$ cat src/rtl/pc_fetch_unit.sv
// -----------------------------------------------------------------------------
// pc_fetch_unit
//
// Program-counter unit for the pipelined MIPS core. Owns the F-stage PC
// register and picks the next fetch address from sequential fetch, a D-stage
// branch/jump/jr decision (one architectural delay slot), a stall hold, or a
// flush redirect (exception entry, eret).
//
// Optional build macro: PC_RANGE_CHECK_EN
//   When defined, every non-reset, non-flush, non-stall update checks the
//   candidate PC for misalignment and for lying outside [IMEM_BASE,IMEM_LIMIT].
//   A faulty candidate is replaced by EXC_VEC, and pc_exc is raised for one
//   cycle. When undefined, pc_exc is tied low and the window is not checked.
//
// Ports:
//   clk       in   clock, rising-edge active
//   reset     in   synchronous active-high reset (overrides flush and stall)
//   stall     in   hold F_pc
//   flush     in   redirect F_pc to flush_pc (wins over stall)
//   flush_pc  in   redirect target
//   npc_sel   in   0=PC4 1=BRANCH 2=JUMP 3=JR, 4..7 reserved (act as PC4)
//   cmp_op    in   0 EQ 1 NE 2 LEZ 3 GTZ 4 LTZ 5 GEZ, 6..7 never taken
//   D_pc      in   PC of the D-stage instruction
//   imm26     in   instr[25:0] of the D-stage instruction
//   rs_val    in   forwarded rs value
//   rt_val    in   forwarded rt value
//   F_pc      out  registered fetch PC
//   D_pc8     out  link address D_pc+8
//   br_taken  out  D-stage control transfer taken this cycle
//   sel_err   out  reserved npc_sel seen this cycle
//   pc_exc    out  registered fetch-address fault flag
// -----------------------------------------------------------------------------
module pc_fetch_unit #(
  parameter logic [31:0] RESET_PC   = 32'h0000_3000,
  parameter logic [31:0] IMEM_BASE  = 32'h0000_3000,
  parameter logic [31:0] IMEM_LIMIT = 32'h0000_6FFC,
  parameter logic [31:0] EXC_VEC    = 32'h0000_4180
) (
  input  logic        clk,
  input  logic        reset,
  input  logic        stall,
  input  logic        flush,
  input  logic [31:0] flush_pc,
  input  logic [2:0]  npc_sel,
  input  logic [2:0]  cmp_op,
  input  logic [31:0] D_pc,
  input  logic [25:0] imm26,
  input  logic [31:0] rs_val,
  input  logic [31:0] rt_val,
  output logic [31:0] F_pc,
  output logic [31:0] D_pc8,
  output logic        br_taken,
  output logic        sel_err,
  output logic        pc_exc
);

  typedef enum logic [2:0] {
    SEL_PC4    = 3'd0,
    SEL_BRANCH = 3'd1,
    SEL_JUMP   = 3'd2,
    SEL_JR     = 3'd3
  } npc_sel_e;

  typedef enum logic [2:0] {
    CMP_EQ  = 3'd0,
    CMP_NE  = 3'd1,
    CMP_LEZ = 3'd2,
    CMP_GTZ = 3'd3,
    CMP_LTZ = 3'd4,
    CMP_GEZ = 3'd5
  } cmp_op_e;

  // Fetch-window parameters must describe a sane, aligned window even when
  // the range check is compiled out, so a bad instantiation is caught early.
  if ((IMEM_BASE > IMEM_LIMIT) || (EXC_VEC[1:0] != 2'b00)) begin : g_param_check
    $error("pc_fetch_unit: inconsistent fetch window parameters");
  end

  // Branch condition; rt only participates in EQ/NE, zero compares are signed.
  function automatic logic branch_cond(
    input logic [2:0]         op,
    input logic signed [31:0] rs,
    input logic signed [31:0] rt
  );
    logic taken;
    taken = 1'b0;
    case (op)
      CMP_EQ:  taken = (rs == rt);
      CMP_NE:  taken = (rs != rt);
      CMP_LEZ: taken = (rs <= 32'sd0);
      CMP_GTZ: taken = (rs >  32'sd0);
      CMP_LTZ: taken = (rs <  32'sd0);
      CMP_GEZ: taken = (rs >= 32'sd0);
      default: taken = 1'b0;
    endcase
    return taken;
  endfunction

  logic signed [31:0] rs_s;
  logic signed [31:0] rt_s;
  logic signed [31:0] br_off;
  logic [31:0]        br_target;
  logic [31:0]        j_target;
  logic [31:0]        xfer_target;
  logic [31:0]        seq_pc;
  logic [31:0]        cand_pc;
  logic [31:0]        upd_pc;

  assign rs_s = rs_val;
  assign rt_s = rt_val;

  // Decode stage: resolve the D-stage transfer and its target.
  always_comb begin
    br_taken    = 1'b0;
    sel_err     = 1'b0;
    xfer_target = 32'h0;
    br_off      = {{14{imm26[15]}}, imm26[15:0], 2'b00};
    br_target   = D_pc + 32'd4 + br_off;
    j_target    = {D_pc[31:28], imm26, 2'b00};
    case (npc_sel)
      SEL_PC4: begin
        br_taken = 1'b0;
      end
      SEL_BRANCH: begin
        br_taken    = branch_cond(cmp_op, rs_s, rt_s);
        xfer_target = br_target;
      end
      SEL_JUMP: begin
        br_taken    = 1'b1;
        xfer_target = j_target;
      end
      SEL_JR: begin
        br_taken    = 1'b1;
        xfer_target = rs_val;
      end
      default: begin
        sel_err = 1'b1;
      end
    endcase
  end

  assign D_pc8   = D_pc + 32'd8;
  assign seq_pc  = F_pc + 32'd4;
  assign cand_pc = br_taken ? xfer_target : seq_pc;

`ifdef PC_RANGE_CHECK_EN
  logic fault;

  assign fault  = (cand_pc[1:0] != 2'b00) || (cand_pc < IMEM_BASE) || (cand_pc > IMEM_LIMIT);
  assign upd_pc = fault ? EXC_VEC : cand_pc;

  // Fault flag is only produced by a normal update; flush, stall and reset
  // all clear it so it lasts exactly one cycle.
  always_ff @(posedge clk) begin
    if (reset) begin
      pc_exc <= 1'b0;
    end else if (flush || stall) begin
      pc_exc <= 1'b0;
    end else begin
      pc_exc <= fault;
    end
  end
`else
  assign upd_pc = cand_pc;
  assign pc_exc = 1'b0;
`endif

  // Fetch stage: PC register. The delay slot is already at F_pc, so a taken
  // transfer simply replaces the sequential F_pc+4; nothing is squashed.
  always_ff @(posedge clk) begin
    if (reset) begin
      F_pc <= RESET_PC;
    end else if (flush) begin
      F_pc <= flush_pc;
    end else if (!stall) begin
      F_pc <= upd_pc;
    end
  end

endmodule

$ cat config.mk
export PLATFORM = sky130hd
export DESIGN_NAME = pc_fetch_unit
export DESIGN_NICKNAME = d
export VERILOG_FILES = /design/src/rtl/pc_fetch_unit.sv
export SDC_FILE = /design/constraint.sdc
export NUM_CORES = 1
export LEC_CHECK = 0
export CAP_MARGIN = 20
export CORE_MARGIN = 2
export CORE_UTILIZATION = 35
export CTS_CLUSTER_DIAMETER = 30
export DETAILED_ROUTE_END_ITERATION = 12
export PLACE_DENSITY = 0.65
export SETUP_SLACK_MARGIN = 0.05
export SYNTH_ARGS = -nofsm -noshare
export SYNTH_HDL_FRONTEND = slang
export SYNTH_SLANG_ARGS = --single-unit
$ cat constraint.sdc
create_clock -name clk -period 3.1 [get_ports clk]
set_input_delay 0.465 -clock clk [delete_from_list [all_inputs] [get_ports clk]]
set_output_delay 0.465 -clock clk [all_outputs]
set_load 0.1 [all_outputs]
==> run_results.csv, run 1 <==
group,metric,value,unit
synth,ys.flop_type,"dfxtp_1",
critical_path,r2r_cells,9,
final_layout,largest-register,"F_pc",
clock_tree,clk_transition_reported_paths,0.05,ns
synth,yosysTopAreaCell,"ha_1",
clock_tree,cts-hold-fix-buffers,0,
place,io_buffers,229,
clock_tree,insertion_delay,0.29,ns
drt,wl_per_cell,18.8,microns
synth,avgSynthCellArea,7.11,sq um
synth,ys_ff_latch,32,
critical_path,r2r_slack,0.48,ns
power,power_density,292,nW/um^2
clock_tree,clockRootBuffer,"clkbuf_16",
clock_tree,clock_sinks,32,
clock_tree,numCtsBuffers,5,
global_routing,track_usage,29.2,%
critical_path,worstSetupEndpoint,"F_pc[28]",
global_routing,first_global_vias,7819,
power,design_power_total,3.20,mW
clock_tree,cts_tree,"done",
final_layout,nets,1445,
sta,slew_violations,0,
place,place_hpwl,21700,microns
global_routing,grt_pass1_wl,41300,microns
place,dpl.cell_count,1425,
drt,routed_wl,27200,microns
die,row_count,47,
die,die_w,133,microns
drt,ant_nets,0,
synth,ys_seq_area_share,11.0,%
synth,synth_top_area_share,12.6,%
power,peakVddDrop,0.000272,V
place,place_congestion,0.965,
critical_path,arrival,3.21,ns
hold_path,hp-class,"reg -> reg",
final_layout,drive_above_1_share,36.9,%
final_layout,top_regs,"F_pc x32",
drt,vias,7957,
global_routing,overflow,0,
critical_path,critPathLaunch,"D_pc[11]",
sta,hold_viol,0,
sta,grt_setup_unrepaired,"true",
sta,worstMarginPinSlew,0.718,ns
synth,syn-instance-count,821,
sta,fin_crit,3.00,ns
global_routing,grt_max_degree,19,
critical_path,regToRegEndpoint,"F_pc[31]",
synth,synth_async_sr_flop_share,0,%
critical_path,cp-start-kind,"input pin",
critical_path,r2r-start,"F_pc[4]",
synth,synth_edf_count,0,
final_layout,layout.cells.non_filler,1443,
drt,first_pass_iters,5,
drt,viasPerCell,5.51,
sta,worst_clock_skew,0.00351,ns
die,die-area,17700,sq um
status,status,"finished, final reports clean",
final_layout,largest_reg_flops,32,
global_routing,antenna_found_initial,2,
synth,synth_area,5840,sq um
synth,ys_top_cells_by_area,"ha_1, dfxtp_1, xor2_1",
clock_tree,clk_path_buf_depth,2,
critical_path,cp_data_required_time,3.32,ns
die,ios,231,
drt,first_iter_violations,646,
job,drv_cap,0,
hold_path,whs_path_depth,2,
synth,syn-num-nets,1045,
final_layout,area_delta_synth_final,87.5,%
synth,yosysMostFrequentCell,"nand2_1",
critical_path,path_class,"in -> reg",
sta,max_slew_margin,51.7,%
synth,yosysWarnings,0,
die,die_height,133,microns
sta,fin_crit_sh,96.6,%
synth,netlist_top_cells_count,"nand2_1, nor2_1, a21oi_1",
die,start_util,35.5,%
synth,yosys.cell_types.count,65,
critical_path,worst-path-max-fanout,3,
sta,setup_viol,0,
power,p_leak,4.96,nW
sta,max_freq,334,MHz
clock_tree,htreeDepth,2,
die,core-area,16500,sq um
critical_path,crit_path_end_kind,"flip-flop",
drt,drc,0,
-- stage by stage --
step	worst slack, ns	util, %	area [sq um]	hold slack (ns)	TNS (ns)
2_1_floorplan	-0.0893	-	5990	0.568	-0.144
3_3_place_gp	-0.606	60.9	10000	0.471	-17.09
3_5_place_dp	-0.621	60.9	10000	0.484	-17.61
4_1_cts	0.0212	64.3	10600	0.493	0
5_1_grt	-0.0238	66.5	10900	0.529	-0.0238
6_report	0.105	66.5	10900	0.487	0
-- report_power, final --
group	leakage [nW]	internal (mW)	total, mW	switching (mW)
combinational	4.62	0.925	2.17	1.25
clock	0.0760	0.337	0.530	0.192
sequential	0.265	0.445	0.496	0.0510
total	4.96	1.71	3.20	1.49
-- worst max-delay path: stages --
cell and delay, ns:
dlygate4sd2_1 0.27, ha_4 0.29, ha_4 0.19, buf_4 0.13
a21o_1 0.18, a21o_1 0.19, a211oi_2 0.27, nand2_1 0.11
a31o_2 0.30, o31ai_4 0.18, buf_4 0.15, mux2i_1 0.21
o211ai_1 0.14, a31oi_1 0.14
-- layout by cell type, fill, tap and decap left out, types with 23 or more instances in the layout --
| cell | count |
|---|---|
| mux2i_1 | 31 |
| buf_12 | 26 |
| ha_4 | 25 |
| o21ai_0 | 31 |
| buf_4 | 240 |
| nand2_1 | 83 |
| nand3_1 | 25 |
| a21oi_1 | 51 |
| dfxtp_1 | 32 |
| xor2_1 | 36 |
| dlymetal6s2s_1 | 24 |
| clkbuf_2 | 30 |
| ha_1 | 32 |
| nor2_1 | 74 |
| dlygate4sd2_1 | 25 |
| clkdlybuf4s50_1 | 70 |
| xnor2_1 | 23 |
| inv_1 | 23 |
-- layer usage --
layer	vias to the layer above	track usage, %	wire [microns]
li1	3842	-	-
met1	3703	39.2	11500
met2	362	48.1	12700
met3	50	4.38	2140
met4	0	9.57	792
met5	-	0	0
-- final cells by class --
cell class / count / area (sq um)
Tap cell: 220 / 275
Inverter: 27 / 114
Multi-Input combinational cell: 721 / 5860
Antenna cell: 2 / 5.00
Fill cell: 1448 / 5520
Clock buffer: 7 / 153
Timing Repair Buffer: 434 / 3900
Sequential cell: 32 / 641
-- cells by family after synthesis --
kind of cell | share of synthesized area (%)
AO/OA/AOI/OAI | 26.2
XOR/XNOR | 13.3
adder cells (fa/ha/maj) | 13.0
buffers and inverters | 4.71
flip-flops | 11.0
multiplexers | 6.09
other | 0.0642
AND/OR/NAND/NOR | 25.7
-- how the worst min path moves through the flow --
stage	to	start	slack (ns)
4_1_cts	F_pc[30]	F_pc[30]	0.49
6_report	F_pc[30]	F_pc[30]	0.49
2_1_floorplan	F_pc[17]	flush_pc[17]	0.57
5_1_grt	F_pc[30]	F_pc[30]	0.53
3_3_place_gp	F_pc[30]	F_pc[30]	0.47
3_5_place_dp	F_pc[30]	F_pc[30]	0.48
-- what timing repair did --
action                     CTS  global route
setup endpoints to repair   40            36
setup buffers                7             2
cloned                       0             0
pin swaps                   44            54
gates resized for setup    137           159
hold endpoints to repair     0             0
Power figures use the tool's default switching activity.
==> run 2, diff against run 1 <==
--- a/config.mk
+++ b/config.mk
@@ -11,7 +11,7 @@
 export CTS_CLUSTER_DIAMETER = 30
 export DETAILED_ROUTE_END_ITERATION = 12
 export PLACE_DENSITY = 0.65
-export SETUP_SLACK_MARGIN = 0.05
+export SETUP_SLACK_MARGIN = 0.4
 export SYNTH_ARGS = -nofsm -noshare
 export SYNTH_HDL_FRONTEND = slang
 export SYNTH_SLANG_ARGS = --single-unit
==> run_results.csv, run 2 (same netlist as run 1, synthesis figures left out) <==
group,metric,value,unit
final_layout,area_delta_synth_final,104,%
place,place_hpwl,22400,microns
clock_tree,numCtsBuffers,5,
sta,hold_viol,0,
critical_path,regToRegEndpoint,"F_pc[31]",
critical_path,cp_data_required_time,2.63,ns
critical_path,r2r_cells,9,
global_routing,grt_max_degree,34,
drt,first_pass_iters,5,
drt,vias,8165,
status,status,"finished, final reports clean",
sta,setup_viol,0,
final_layout,top_regs,"F_pc x32",
critical_path,slowest_delay,0.40,ns
job,drv_cap,0,
final_layout,mostFrequentLayoutCells,"buf_4, nand2_1, nor2_1",
drt,viasPerCell,5.60,
sta,max_freq,341,MHz
sta,slew_violations,0,
final_layout,nets,1461,
sta,fin_crit_sh,94.5,%
final_layout,largest-register,"F_pc",
sta,finalSetupTns,0,ns
sta,worst_clock_skew,0.00329,ns
global_routing,antenna_found_initial,0,
sta,max_slew_margin,43.5,%
global_routing,first_global_vias,8116,
critical_path,arrival,2.47,ns
hold_path,min_to,"F_pc[30]",
place,place_congestion,0.927,
place,io_buffers,229,
clock_tree,clk_path_buf_depth,2,
global_routing,track_usage,30.5,%
drt,drc,0,
clock_tree,clockRootBuffer,"clkbuf_16",
power,power_density,291,nW/um^2
final_layout,drive_above_1_share,50.2,%
clock_tree,htreeDepth,2,
drt,first_iter_violations,562,
sta,grt_setup_unrepaired,"true",
drt,ant_nets,0,
power,peakVddDrop,0.000308,V
die,die_w,133,microns
die,ios,231,
global_routing,overflow,0,
die,start_util,35.5,%
die,core-area,16500,sq um
sta,fin_crit,2.93,ns
global_routing,grt_pass1_wl,43000,microns
drt,wl_met1,12200,microns
clock_tree,cts_tree,"done",
drt,routed_wl,28900,microns
drt,wl_per_cell,19.8,microns
die,row_count,47,
critical_path,slowest_stage,"or3_4",
drt,dr_wl_met2,13600,microns
drt,route.met3.wl,2020,microns
critical_path,path_class,"in -> out",
power,p_leak,4.97,nW
final_layout,largest_reg_flops,32,
final_layout,layout_commonest_cell,"buf_4",
hold_path,hp-class,"reg -> reg",
hold_path,min_from,"F_pc[30]",
clock_tree,insertion_delay,0.29,ns
clock_tree,clk_transition_reported_paths,0.05,ns
drt,top_layer,"met4",
final_layout,n_antenna_cell,0,
die,die_height,133,microns
critical_path,r2r-start,"F_pc[9]",
critical_path,crit_path_frequent_cell,"buf_4",
critical_path,r2r_slack,0.63,ns
sta,worstMarginPinSlew,0.839,ns
critical_path,path_cells,"buf_8 -> xor2_4 -> nor4_4 -> buf_4 -> nand4_1 -> or3_4 -> a211oi_4 -> buf_4 -> nor3_4 -> clkinv_4 -> buf_12",
die,die-area,17700,sq um
critical_path,crit_path_end_kind,"output pin",
sta,holdWs,0.478,ns
clock_tree,clock_sinks,32,
hold_path,whs_path_depth,2,
critical_path,cp-start-kind,"input pin",
critical_path,worst-path-max-fanout,4,
[run 2: where the power goes]
part	switching [mW]	internal, mW
Clock	0.183	0.337
Combinational	1.37	1.07
Sequential	0.0513	0.449
[run 2: repair_timing]
item / in CTS / in global routing
pin swaps: 118 / 93
buffers inserted: 21 / 10
hold buffers: 0 / 0
endpoints found under the setup margin: 54 / 43
resized for setup: 457 / 156
endpoints found under the hold margin: 0 / 0
gates cloned: 0 / 1
[run 2: how the worst max path moves through the flow]
stage,endpoint,from,depth (start not counted)
floorplan,D_pc8[18],D_pc[7],4
global placement,F_pc[26],D_pc[13],12
detailed placement,F_pc[13],D_pc[3],15
CTS,F_pc[13],D_pc[3],15
global route,br_taken,rs_val[1],12
finish,br_taken,rs_val[1],11
[run 2: area by class of cell]
class,count,area [sq um]
multi-input combinational,721,6740
fill,1320,4560
timing repair buffer,450,3960
sequential,32,661
tap,220,275
clock buffer,7,153
inverter,27,109
[run 2: stage by stage]
step	std cells	total power, mW	setup WS [ns]	utilization (%)	instance area, sq um
floorplan	821	1.65	-0.0893	-	6390
global placement	1418	2.56	-0.450	63.1	10400
detailed placement	1418	2.57	-0.522	63.1	10400
CTS	1446	3.27	0.297	68.7	11300
global route	1457	3.61	0.0890	72.3	11900
finish	1457	3.46	0.170	72.3	11900
[run 2: per-layer routing]
| metal | vias to the layer above | GRT usage (%) |
|---|---|---|
| met5 | - | 0 |
| met4 | 0 | 11.8 |
| met3 | 65 | 3.81 |
| met2 | 395 | 50.8 |
| met1 | 3831 | 40.3 |
| li1 | 3874 | - |
[run 2: worst max-delay path, delay by kind of cell]
kind,cells,cell delay (ns)
xor gates and xnor gates,1,0.20
AOI/OAI and AO/OA,1,0.27
buffers and inverters,5,0.70
and+or+nand+nor,4,0.83
==> run 3, diff against run 2 <==
--- a/config.mk
+++ b/config.mk
@@ -5,12 +5,13 @@
 export SDC_FILE = /design/constraint.sdc
 export NUM_CORES = 1
 export LEC_CHECK = 0
+export ABC_AREA = 1
 export CAP_MARGIN = 20
 export CORE_MARGIN = 2
 export CORE_UTILIZATION = 35
 export CTS_CLUSTER_DIAMETER = 30
 export DETAILED_ROUTE_END_ITERATION = 12
-export PLACE_DENSITY = 0.65
+export PLACE_DENSITY = 0.64
 export SETUP_SLACK_MARGIN = 0.4
 export SYNTH_ARGS = -nofsm -noshare
 export SYNTH_HDL_FRONTEND = slang
==> run_results.csv, run 3 <==
group,metric,value,unit
status,status,"finished, final reports clean",
drt,routed_wl,27100,microns
critical_path,r2r_cells,12,
power,peakVddDrop,0.000234,V
critical_path,crit_path_end_kind,"output pin",
final_layout,nets,1713,
synth,yosys.cell_types.count,46,
synth,yosys.area_share.simple,41.2,%
sta,hold_viol,0,
synth,synthAdderAreaFrac,11.9,%
critical_path,cp_data_required_time,2.63,ns
sta,max_freq,364,MHz
power,power_density,270,nW/um^2
place,place_hpwl,21700,microns
drt,first_pass_iters,5,
synth,muxShareOfSynthArea,0,%
synth,ys.flop_type,"dfxtp_1",
clock_tree,numCtsBuffers,5,
critical_path,cp_top_family,"simple AND/OR/NAND/NOR gates",
synth,synth_async_sr_flop_share,0,%
critical_path,slowest_stage,"nor2_4",
sta,slew_violations,0,
synth,ys_seq_area_share,10.0,%
clock_tree,clock_sinks,32,
critical_path,critical_path_buf_inv_count,4,
synth,syn-num-nets,1347,
sta,setup_viol,0,
sta,worstMarginPinSlew,0.731,ns
global_routing,grt_pass1_wl,42600,microns
power,p_leak,5.57,nW
die,row_count,49,
clock_tree,insertion_delay,0.28,ns
hold_path,hp-class,"reg -> reg",
critical_path,path_class,"in -> out",
drt,first_iter_violations,509,
die,die_height,139,microns
critical_path,slowest_delay,0.19,ns
synth,synth_top_family_by_area,"simple AND/OR/NAND/NOR gates",
sta,fin_crit_sh,88.6,%
global_routing,first_global_vias,8430,
synth,yosysWarnings,0,
critical_path,crit_path_frequent_cell,"nor2_4",
sta,grt_setup_unrepaired,"true",
die,start_util,35.6,%
sta,fin_crit,2.75,ns
final_layout,layout_commonest_cell,"nand2_1",
synth,synth_xor_xnor_area_share,10.0,%
global_routing,overflow,0,
drt,viasPerCell,5.08,
final_layout,n_fill_cell,1649,
final_layout,drive_above_1_share,29.7,%
synth,syn-instance-count,1123,
final_layout,mostFrequentLayoutCells,"nand2_1, buf_4, inv_1",
final_layout,largest_reg_flops,32,
synth,synth_compound_area_share,15.9,%
sta,max_slew_margin,51.2,%
final_layout,regArea,641,sq um
final_layout,multi_input_area,6150,sq um
hold_path,whs_path_depth,2,
die,die_w,139,microns
drt,vias,8739,
clock_tree,htreeDepth,2,
global_routing,grt_max_degree,31,
synth,synth_top_area_share,18.9,%
critical_path,path_cells,"buf_2 -> nand2_4 -> nor2_4 -> nand3_4 -> nor2_4 -> nand3_2 -> nor2_4 -> inv_2 -> buf_6 -> nor2_4 -> nand4_4 -> nor2_4 -> nand3_4 -> xnor2_4 -> buf_12",
final_layout,top_regs,"F_pc x32",
die,die-area,19400,sq um
sta,worst_slack,0.354,ns
place,dpl_worst_slack,-0.299,ns
global_routing,antenna_found_initial,0,
synth,synth_area,6390,sq um
synth,ys_top_cells_by_area,"nand2_1, ha_1, dfxtp_1",
clock_tree,clockRootBuffer,"clkbuf_16",
synth,ys_ff_latch,32,
synth,yosysTopAreaCell,"nand2_1",
synth,netlist_top_cells_count,"nand2_1, inv_1, nor2_1",
drt,drc,0,
final_layout,n_antenna_cell,0,
drt,wl_per_cell,15.8,microns
final_layout,area_delta_synth_final,81.6,%
drt,ant_nets,0,
die,ios,231,
synth,synth_edf_count,0,
global_routing,track_usage,26.9,%
job,drv_cap,0,
place,place_congestion,0.921,
clock_tree,cts_tree,"done",
critical_path,worst-path-max-fanout,3,
clock_tree,clk_transition_reported_paths,0.06,ns
critical_path,cp-start-kind,"input pin",
die,core-area,18000,sq um
sta,worst_clock_skew,0.00544,ns
synth,yosysMostFrequentCell,"nand2_1",
place,io_buffers,229,
critical_path,arrival,2.28,ns
clock_tree,clk_path_buf_depth,2,
critical_path,crit_cells,15,
synth,avgSynthCellArea,5.69,sq um
final_layout,final_util,64.6,%
final_layout,largest-register,"F_pc",
## run 3: worst paths after layout
path               end  startpoint  slack (ns)
min reg2reg    F_pc[1]     F_pc[1]        0.50
min            F_pc[1]     F_pc[1]        0.50
max          D_pc8[30]     D_pc[5]        0.35
max reg2reg   F_pc[28]     F_pc[3]        0.75
## run 3: tightest hold or removal path, delay by kind of cell (launching register included)
family / cells / cell delay, ns
AOI/OAI and AO/OA: 1 / 0.06
and+or+nand+nor: 1 / 0.08
DFF: 1 / 0.31
## run 3: where the power goes
part	internal [mW]	leakage, nW	switching, mW	total (mW)
Combinational	0.845	5.21	1.19	2.04
Clock	0.423	0.0901	0.199	0.622
Sequential	0.440	0.264	0.0410	0.481
Total	1.71	5.57	1.43	3.14
## run 3: kinds of logic (layout without fill, tap and decap cells)
logic type | after synthesis | count (layout)
buffers and inverters | 175 | 542
xor gates and xnor gates | 73 | 73
other | 1 | 1
and+or+nand+nor | 606 | 606
adders and majority gates | 60 | 60
DFF | 32 | 32
AOI/OAI and AO/OA | 176 | 176
## run 3: routing by layer
metal  global-route usage (%)  vias to the layer above  share of wire (%)
li1                         -                     4399                  -
met3                     4.35                       38                6.7
met4                     6.01                        0                2.4
met5                        0                        -                  0
met1                     35.3                     3974                 43
met2                     46.5                      328                 48
## run 3: cell type report
type,instances,share of cell area [%]
multi-input cells,916,53.0
repair buffers,389,32.8
flip-flops and latches,32,5.52
inverters,145,4.72
well taps,229,2.47
clock buffers,7,1.32
clock inverters,1,0.259
## run 3: metrics by stage
stage / instances / power, mW / hold slack [ns] / setup TNS, ns / area [sq um]
floorplan: 1123 / 1.53 / 0.571 / -1.94 / 6760
global placement: 1680 / 2.32 / 0.485 / -3.87 / 10400
detailed placement: 1680 / 2.33 / 0.485 / -4.66 / 10400
CTS: 1712 / 3.01 / 0.501 / 0 / 11000
global route: 1719 / 3.32 / 0.527 / 0 / 11600
finish: 1719 / 3.14 / 0.499 / 0 / 11600
## run 3: what timing repair did
| action | 4_1_cts | 5_1_grt |
|---|---|---|
| pin swaps | 51 | 97 |
| buffers inserted | 22 | 7 |
| endpoints found under the setup margin | 40 | 40 |
| resized for setup | 127 | 166 |
| hold buffers | 0 | 0 |
| cloned | 2 | 0 |
